<file path="src/rtl/dc_video_timing_unit.sv">
// Video timing unit: raster generator (hsync/vsync/de) that drains the IPU
// pixel stream in lock-step with the active region and drives registered RGB.
module dc_video_timing_unit #(
  parameter int unsigned BITS_PER_PIXEL = 24,
  parameter int unsigned CNT_WIDTH      = 12,
  parameter int unsigned H_ACTIVE       = 640,
  parameter int unsigned H_FP           = 16,
  parameter int unsigned H_SYNC         = 96,
  parameter int unsigned H_BP           = 48,
  parameter int unsigned V_ACTIVE       = 480,
  parameter int unsigned V_FP           = 10,
  parameter int unsigned V_SYNC         = 2,
  parameter int unsigned V_BP           = 33,
  parameter logic        SYNC_POL       = 1'b0,
  parameter logic [BITS_PER_PIXEL-1:0] UNDERRUN_COLOR = '0
) (
  input  logic                      clk,
  input  logic                      rst,
  input  logic                      en,
  input  logic                      pixel_valid,
  output logic                      pixel_ready,
  input  logic [BITS_PER_PIXEL-1:0] pixel_data,
  input  logic                      pixel_border,
  output logic                      vertical_blanking,
  output logic                      horizontal_blanking,
  output logic                      hsync,
  output logic                      vsync,
  output logic                      de,
  output logic [BITS_PER_PIXEL-1:0] rgb,
  output logic                      border,
  output logic                      frame_start,
  output logic                      underrun
);

  localparam int unsigned H_TOTAL  = H_ACTIVE + H_FP + H_SYNC + H_BP;
  localparam int unsigned V_TOTAL  = V_ACTIVE + V_FP + V_SYNC + V_BP;
  localparam int unsigned HS_START = H_ACTIVE + H_FP;
  localparam int unsigned HS_END   = H_ACTIVE + H_FP + H_SYNC;
  localparam int unsigned VS_START = V_ACTIVE + V_FP;
  localparam int unsigned VS_END   = V_ACTIVE + V_FP + V_SYNC;

  localparam logic [CNT_WIDTH-1:0] H_LAST  = CNT_WIDTH'(H_TOTAL - 1);
  localparam logic [CNT_WIDTH-1:0] V_LAST  = CNT_WIDTH'(V_TOTAL - 1);
  localparam logic [CNT_WIDTH-1:0] V_START = CNT_WIDTH'(V_ACTIVE);

  typedef enum logic {IDLE, RUN} state_t;

  state_t state_q, state_d;
  logic [CNT_WIDTH-1:0] h_cnt, v_cnt;
  logic [31:0] h_ext, v_ext;
  logic run, live, h_act, v_act, active, at_origin, hs_win, vs_win;

  // Counter decode; compared in 32 bits so a full 2^CNT_WIDTH total cannot alias.
  always_comb begin
    h_ext     = 32'(h_cnt);
    v_ext     = 32'(v_cnt);
    run       = (state_q == RUN);
    live      = run && en;
    h_act     = (h_ext < H_ACTIVE);
    v_act     = (v_ext < V_ACTIVE);
    active    = run && h_act && v_act;
    at_origin = (h_cnt == '0) && (v_cnt == '0);
    hs_win    = (h_ext >= HS_START) && (h_ext < HS_END);
    vs_win    = (v_ext >= VS_START) && (v_ext < VS_END);
  end

  // Handshake and blanking are taken straight from the counter registers.
  always_comb begin
    pixel_ready         = active;
    horizontal_blanking = run && !h_act;
    vertical_blanking   = run && !v_act;
  end

  // Next-state logic: run while enabled, drop back to idle as soon as en falls.
  always_comb begin
    state_d = state_q;
    case (state_q)
      IDLE:    if (en)  state_d = RUN;
      RUN:     if (!en) state_d = IDLE;
      default: state_d = IDLE;
    endcase
  end

  // State register.
  always_ff @(posedge clk) begin
    if (rst) state_q <= IDLE;
    else     state_q <= state_d;
  end

  // Raster counters; parked at the start of vertical blanking when not running.
  always_ff @(posedge clk) begin
    if (rst || !live) begin
      h_cnt <= '0;
      v_cnt <= V_START;
    end else if (h_cnt == H_LAST) begin
      h_cnt <= '0;
      v_cnt <= (v_cnt == V_LAST) ? '0 : v_cnt + CNT_WIDTH'(1);
    end else begin
      h_cnt <= h_cnt + CNT_WIDTH'(1);
    end
  end

  // Single output stage; any exit from running discards the in-flight pixel.
  always_ff @(posedge clk) begin
    if (rst || !live) begin
      de          <= 1'b0;
      rgb         <= '0;
      border      <= 1'b0;
      hsync       <= ~SYNC_POL;
      vsync       <= ~SYNC_POL;
      frame_start <= 1'b0;
      underrun    <= 1'b0;
    end else begin
      de          <= active;
      rgb         <= !active ? '0 : (pixel_valid ? pixel_data : UNDERRUN_COLOR);
      border      <= active && pixel_valid && pixel_border;
      hsync       <= hs_win ? SYNC_POL : ~SYNC_POL;
      vsync       <= vs_win ? SYNC_POL : ~SYNC_POL;
      frame_start <= at_origin;
      if (active && !pixel_valid) underrun <= 1'b1;
      else if (at_origin)         underrun <= 1'b0;
    end
  end

endmodule

</file>
<file path="config.mk">
export PLATFORM = sky130hd
export DESIGN_NAME = dc_video_timing_unit
export DESIGN_NICKNAME = d
export VERILOG_FILES = /design/src/rtl/dc_video_timing_unit.sv
export SDC_FILE = /design/constraint.sdc
export NUM_CORES = 1
export LEC_CHECK = 0
export BUFFER_PORTS_ARGS = -buffer_cell sky130_fd_sc_hd__clkbuf_2
export CAP_MARGIN = 25
export CELL_PAD_IN_SITES_DETAIL_PLACEMENT = 0
export CELL_PAD_IN_SITES_GLOBAL_PLACEMENT = 1
export CORE_MARGIN = 1
export CORE_UTILIZATION = 25
export DETAILED_ROUTE_END_ITERATION = 6
export PLACE_DENSITY_LB_ADDON = 0.1
export SYNTH_ARGS = -nofsm -noshare
export SYNTH_HDL_FRONTEND = slang
export SYNTH_SLANG_ARGS = --single-unit
</file>
<file path="constraint.sdc">
create_clock -name clk -period 2.5 [get_ports clk]
set_input_delay 0.5 -clock clk [delete_from_list [all_inputs] [get_ports clk]]
set_output_delay 0.5 -clock clk [all_outputs]
set_load 0.01 [all_outputs]
</file>
==> metrics, run 1 <==
status=completed; Layout Nets=317; Endpoint, Worst Hold=rgb[0]$_SDFF_PP0_; Unique masters post-synth=38; leakage=1.077 nW; pwr/cell area=543.8 nW/um^2; clock root cell=clkbuf_8; Slew HR=65.40%; R2R Path Start=h_cnt[0]$_SDFF_PP0_; Sw Ratio=23.66%; Clock Skews=13.57 ps; r2r endpoint=v_cnt[11]$_SDFFE_PP0N_; synthesized flop and latch total=55; Syn Std Cell Area=2146 sq um; fin area=2660 sq um; Req. time, crit path=2760 ps; VDD IR max=0.0002130 V; Post-synth EDFFs=0; vias per inst=4.472; Syn Nets=255; die area=8958 sq um; hold crit path type=input port to register; P_int=1.104 mW; Pre-antenna DRT Iters=4; minimum setup slack among reg-to-reg paths=370 ps; post-CTS setup buffers=0; antenna viol nets, final=0; # hold bufs at CTS=0; synth top area cells=dfxtp_1 (51%), and2_1 (7.9%), xnor2_1 (3.7%); sequential share of power=60.7%; GR Overflow Total=0; Post-synth top cells=dfxtp_1 (55), and2_1 (27), nor2_1 (20), nand3_1 (11), nand2_1 (10); hold path start=pixel_data[0]; Clock Sinks=55; Cells after Synth=222; hold path depth=2; I/O pins=62; Crit Path Category=register to register; gr usage total=12.20%; kind of cell adding the most delay to the critical path=simple AND/OR/NAND/NOR gates; fill count=905; Ys Warns=0; Routed WL per cell=13.11 microns; Startpoint Class=register; first-pass GRT wire length=8342 microns; initial drt markers=42; fraction of layout instances using a drive strength above 1=27.72%; CTS max path bufs=2; Area Overhead vs Synth=23.96%; Synth area leader=dfxtp_1; initial antenna violation count=0; max-cap violation count=0; Clock power frac=37.1%; core area=8258 sq um; ys async rst share=0%; top-count cell post-synth=dfxtp_1; Post-CTS Resized=0; DP HPWL=3841 microns; Primary FF master, synth=dfxtp_1; Bufs and invs on worst path=0; clk slew on worst S/H paths=110 ps; Final Max Tran Viols=0; Worst-Margin Slew=514.3 ps; slowest stage delay, CP=620 ps; die width=94.65 microns; initial core utilization=25.98%; CTS tree=built; drt drc=0; Comb pwr share=2.2%; crit path cell chain=ha_1 > and4_1 > nand3_1 > or4_4 > a21oi_2; Final Hold Vio Count=0; total CTS buffers=5; Total Neg Setup Slack=0 ps; n_diodes=0; Site Rows=33; Final Util=32.21%; final WL=5113 microns; final setup violation count=0; Fin Hold WS=371.3 ps; Worst Path Arrival=2390 ps; Slowest-stage cell, CP=or4_4; I/O Buffers=61; crit-path max FO=10; CP endpoint kind=register; Switching Power=0.3422 mW; placed cell area=2564 sq um; Worst-Skew Late Latency=320 ps; post-synth top area share=51.31%; syn_area_per_cell=9.666 sq um; H-Tree Depth=2; vias post-DR=1744; fin crit share=85.26%; min Tclk post-route=2131 ps; vias in the first global route=1607; gpl congestion=0.7233; register area share after synthesis=51.31%; pin count of the biggest net entering global routing=20; FF-to-FF path depth=5; Die H=94.65 microns; RSZ-0062 raised after global routing=no; fmax=0.4692 GHz
==> cell usage in the layout, fill, tap and decap left out, types with 2 or more instances in the layout <==
| master | instances |
|---|---|
| clkbuf_2 | 61 |
| dfxtp_1 | 55 |
| and2_1 | 27 |
| nor2_1 | 20 |
| nand3_1 | 11 |
| nand2_1 | 10 |
| nand4_1 | 9 |
| xnor2_1 | 9 |
| nor4_1 | 7 |
| inv_1 | 6 |
| o31ai_1 | 6 |
| and3_1 | 5 |
| xor2_1 | 5 |
| nor3_1 | 5 |
| clkbuf_8 | 5 |
| or4_1 | 4 |
| a21oi_1 | 4 |
| ha_1 | 4 |
| and4_1 | 3 |
| nor2b_1 | 3 |
| or3_1 | 3 |
| nand3b_1 | 2 |
| buf_4 | 2 |
==> area by class of cell <==
cell class	count	area (sq um)	share of cell area, %
Multi-Input combinational cell	153	988.4	37.16
Clock buffer	5	68.82	2.587
Sequential cell	55	1101	41.39
Tap cell	105	131.4	4.939
Clock inverter	3	27.53	1.035
Timing Repair Buffer	63	320.3	12.04
Inverter	6	22.52	0.8467
==> registers in the layout, indices dropped and copies added (netlist names) <==
name and cells:
border 1, underrun 1, hsync 1, v_cnt 12, rgb 24, vsync 1, de 1, run 1
frame_start 1, h_cnt 12
==> power groups by stage <==
stage               Combinational (mW)  Clock (mW)  Sequential [mW]
floorplan                      0.00816           0            0.898
global placement                0.0326           0            0.898
detailed placement              0.0318           0            0.899
CTS                             0.0322       0.562            0.879
global route                    0.0351       0.600            0.879
finish                          0.0316       0.536            0.878
==> per-stage QoR <==
stage	cells	total power [mW]	setup WS, ps
4_1_cts	390	1.473	367.4
6_report	390	1.447	368.6
5_1_grt	390	1.514	225.5
3_3_place_gp	382	0.9310	449.6
2_1_floorplan	222	0.9063	744.3
3_5_place_dp	382	0.9304	387.0
==> worst max-delay path by stage <==
stage / depth (start not counted) / slack (ps) / start / endpoint
after floorplan: 5 / 740 / h_cnt[0]$_SDFF_PP0_ / v_cnt[6]$_SDFFE_PP1N_
after global placement: 5 / 450 / h_cnt[0]$_SDFF_PP0_ / v_cnt[11]$_SDFFE_PP0N_
after detailed placement: 5 / 390 / h_cnt[0]$_SDFF_PP0_ / v_cnt[11]$_SDFFE_PP0N_
after CTS: 4 / 370 / v_cnt[6]$_SDFFE_PP1N_ / pixel_ready
after global routing: 5 / 230 / h_cnt[0]$_SDFF_PP0_ / v_cnt[11]$_SDFFE_PP0N_
final: 5 / 370 / h_cnt[0]$_SDFF_PP0_ / v_cnt[11]$_SDFFE_PP0N_
==> routing by layer <==
layer	up-vias	wire (microns)	track usage [%]
li1	896	-	-
met1	805	2426	16.67
met4	0	55	4.167
met5	-	0	0
met3	6	256	2.899
met2	37	2374	18.71
==> cell families (layout without fill, tap and decap cells) <==
logic type	count (synthesis)	count (layout)	synth area share, %
AND/OR/NAND/NOR	117	117	31.89
adder cells (fa/ha/maj)	4	4	2.332
AO/OA/AOI/OAI	17	17	5.656
buffers and inverters	14	77	2.624
XOR/XNOR	14	14	5.714
flip-flops	55	55	51.31
multiplexers	1	1	0.4665
Note: power is estimated with default switching activity, not from simulation.
==> run 2: changes to the inputs <==
--- a/config.mk
+++ b/config.mk
@@ -9,6 +9,7 @@
 export CAP_MARGIN = 25
 export CELL_PAD_IN_SITES_DETAIL_PLACEMENT = 0
 export CELL_PAD_IN_SITES_GLOBAL_PLACEMENT = 1
+export CORE_ASPECT_RATIO = 1.75
 export CORE_MARGIN = 1
 export CORE_UTILIZATION = 25
 export DETAILED_ROUTE_END_ITERATION = 6
==> run 2 against run 1 <==
Net effect:
- core utilization is 0.60 points higher
- global-route usage is 0.55 points higher
- clock power is 35% higher
- first-iteration DRC count is 9.5% higher
- sequential share of layout area is 1.0 points lower
- sequential cell count stayed put
- routed wire length is 3.5% higher
- critical path type is now register to output port
- largest cell class unchanged
==> metrics, run 2 (synthesized netlist as in run 1, its figures left out) <==
hold crit path type=input port to register; Startpoint Class=register; Endpoint, Worst Hold=rgb[7]$_SDFF_PP0_; max reg flops=24 (unchanged); fraction of layout instances using a drive strength above 1=27.72% (unchanged); I/O pins=62 (unchanged); VDD IR max=0.0002898 V (+36%); R2R Path Start=h_cnt[0]$_SDFF_PP0_; antenna viol nets, final=0 (unchanged); Switching Power=0.3572 mW (+4.4%); Pre-antenna DRT Iters=5 (+1); core area=8313 sq um (+0.67%); FF-to-FF path depth=6 (+1); Worst-Margin Slew=509.8 ps (-4.471 ps); clk slew on worst S/H paths=80 ps (-30 ps); Final Max Tran Viols=0 (unchanged); hold path start=pixel_data[7]; sequential share of power=53.7% (-7.0 points); Slew HR=65.73% (+0.33 points); status=completed; initial antenna violation count=0 (unchanged); clock root cell=clkbuf_16; Clock Skews=10.54 ps (-3.031 ps); post-CTS setup buffers=0 (unchanged); I/O Buffers=61 (unchanged); Final Hold Vio Count=0 (unchanged); Crit Path Category=register to output port; Comb pwr share=1.9% (-0.3 points); hold path depth=2 (unchanged); crit-path max FO=5 (-5); Worst Path Arrival=1630 ps (-760 ps); first-pass GRT wire length=8576 microns (+2.8%); minimum setup slack among reg-to-reg paths=380 ps (about the same); fmax=0.4704 GHz (+0.27%); commonest non-fill, non-tap cell in the layout=clkbuf_2; max-cap violation count=0 (unchanged); n_diodes=0 (unchanged); Site Rows=44 (+33%); DP HPWL=4164 microns (+8.4%); H-Tree Depth=2 (unchanged); fill count=882 (-2.5%); r2r endpoint=v_cnt[4]$_SDFFE_PP0N_; CP endpoint kind=output port; total placed cells including tap cells=392 (+2.6%); vias post-DR=1759 (+0.86%); Multi-input gate area=988.4 sq um (unchanged); gr usage total=12.76% (+0.55 points); biggest regs=rgb: 24 flops, h_cnt: 12 flops, v_cnt: 12 flops; Layout Nets=317 (unchanged); pwr/cell area=598.9 nW/um^2 (+10%); Req. time, crit path=2000 ps (-760 ps); total CTS buffers=5 (unchanged); final WL=5291 microns (+3.5%); P_int=1.276 mW (+16%); pin count of the biggest net entering global routing=26 (+30%); CTS tree=built; Routed WL per cell=13.23 microns (+0.89%); die width=72.04 microns (-24%); min Tclk post-route=2126 ps (-5.678 ps); drt drc=0 (unchanged); Largest Register=rgb; CTS max path bufs=2 (unchanged); final setup violation count=0 (unchanged); Post-CTS Resized=0 (unchanged); GR Overflow Total=0 (unchanged); Area Overhead vs Synth=27.11%; Sw Ratio=21.86% (-1.8 points); fin crit share=85.03% (-0.23 points); Clock power frac=44.4% (+7.3 points); register area=1101 sq um (unchanged); # hold bufs at CTS=0 (unchanged); initial core utilization=25.81% (-0.17 points); Worst-Skew Late Latency=300 ps (-20 ps); gpl congestion=0.7076 (-2.2%); leakage=1.105 nW (+2.6%); Final Non-Filler Cells=400 (+2.6%); Total Neg Setup Slack=0 ps (unchanged); initial drt markers=46 (+9.5%); vias in the first global route=1752 (+9.0%); Die H=124.6 microns (+32%); most frequent cells in the layout=clkbuf_2 (61), dfxtp_1 (55), and2_1 (27); RSZ-0062 raised after global routing=no; vias per inst=4.398 (-1.7%); Clock Sinks=55 (unchanged); die area=8973 sq um (+0.17%)
[run 2: changes by cell type in the layout (fill, tap and decap cells not counted)]
cell / before / now
clkbuf_16: 0 / 5
clkbuf_8: 5 / 0
clkinv_4: 0 / 1
clkinvlp_4: 1 / 0
inv_6: 1 / 2
inv_8: 1 / 0
[run 2: layer usage]
layer	up-vias	track usage [%]	routed length [microns]
met5	-	0	0
met2	54	24.36	2991
met4	0	5.767	104
met1	796	12.14	1947
met3	7	3.398	247
li1	902	-	-
[run 2: metrics by stage]
step	worst slack (ps)	instance area (sq um)	hold slack [ps]	util [%]	total power, mW
2_1_floorplan	744.3	2146	435.0	-	0.9063
3_3_place_gp	444.5	2576	457.2	30.99	0.9301
3_5_place_dp	375.9	2576	463.5	30.99	0.9301
4_1_cts	357.4	2728	381.8	32.81	1.670
5_1_grt	192.8	2728	382.7	32.81	1.711
6_report	374.2	2728	391.4	32.81	1.634
[run 2: worst max-delay path by stage]
stage	startpoint	end	slack [ps]	depth (start not counted)
2_1_floorplan	h_cnt[0]$_SDFF_PP0_	v_cnt[6]$_SDFFE_PP1N_	740	5
3_3_place_gp	h_cnt[0]$_SDFF_PP0_	v_cnt[3]$_SDFFE_PP0N_	440	6
3_5_place_dp	h_cnt[0]$_SDFF_PP0_	v_cnt[3]$_SDFFE_PP0N_	380	6
4_1_cts	h_cnt[0]$_SDFF_PP0_	v_cnt[4]$_SDFFE_PP0N_	360	6
5_1_grt	h_cnt[0]$_SDFF_PP0_	v_cnt[1]$_SDFFE_PP0N_	190	6
6_report	v_cnt[8]$_SDFFE_PP1N_	pixel_ready	370	4
[run 2: power by group through the flow]
stage          Sequential, mW  Combinational, mW  Clock, mW
3_3_place_gp            0.899             0.0315          0
6_report                0.878             0.0307      0.725
2_1_floorplan           0.898            0.00816          0
3_5_place_dp            0.899             0.0315          0
4_1_cts                 0.878             0.0316      0.761
5_1_grt                 0.878             0.0341      0.798
[run 2: area by class of cell]
type                       count  area share [%]
clock buffer                   5           4.587
clock inverter                 3          0.9633
inverter                       6          0.8257
multi-input combinational    153           36.24
sequential                    55           40.37
tap                          115           5.275
timing repair buffer          63           11.74
[run 2: critical path, cell delays in order (launching register included)]
cell,delay [ps]
dfxtp_1,360
and4_1,250
nor4_2,390
and2_1,200
clkbuf_2,130
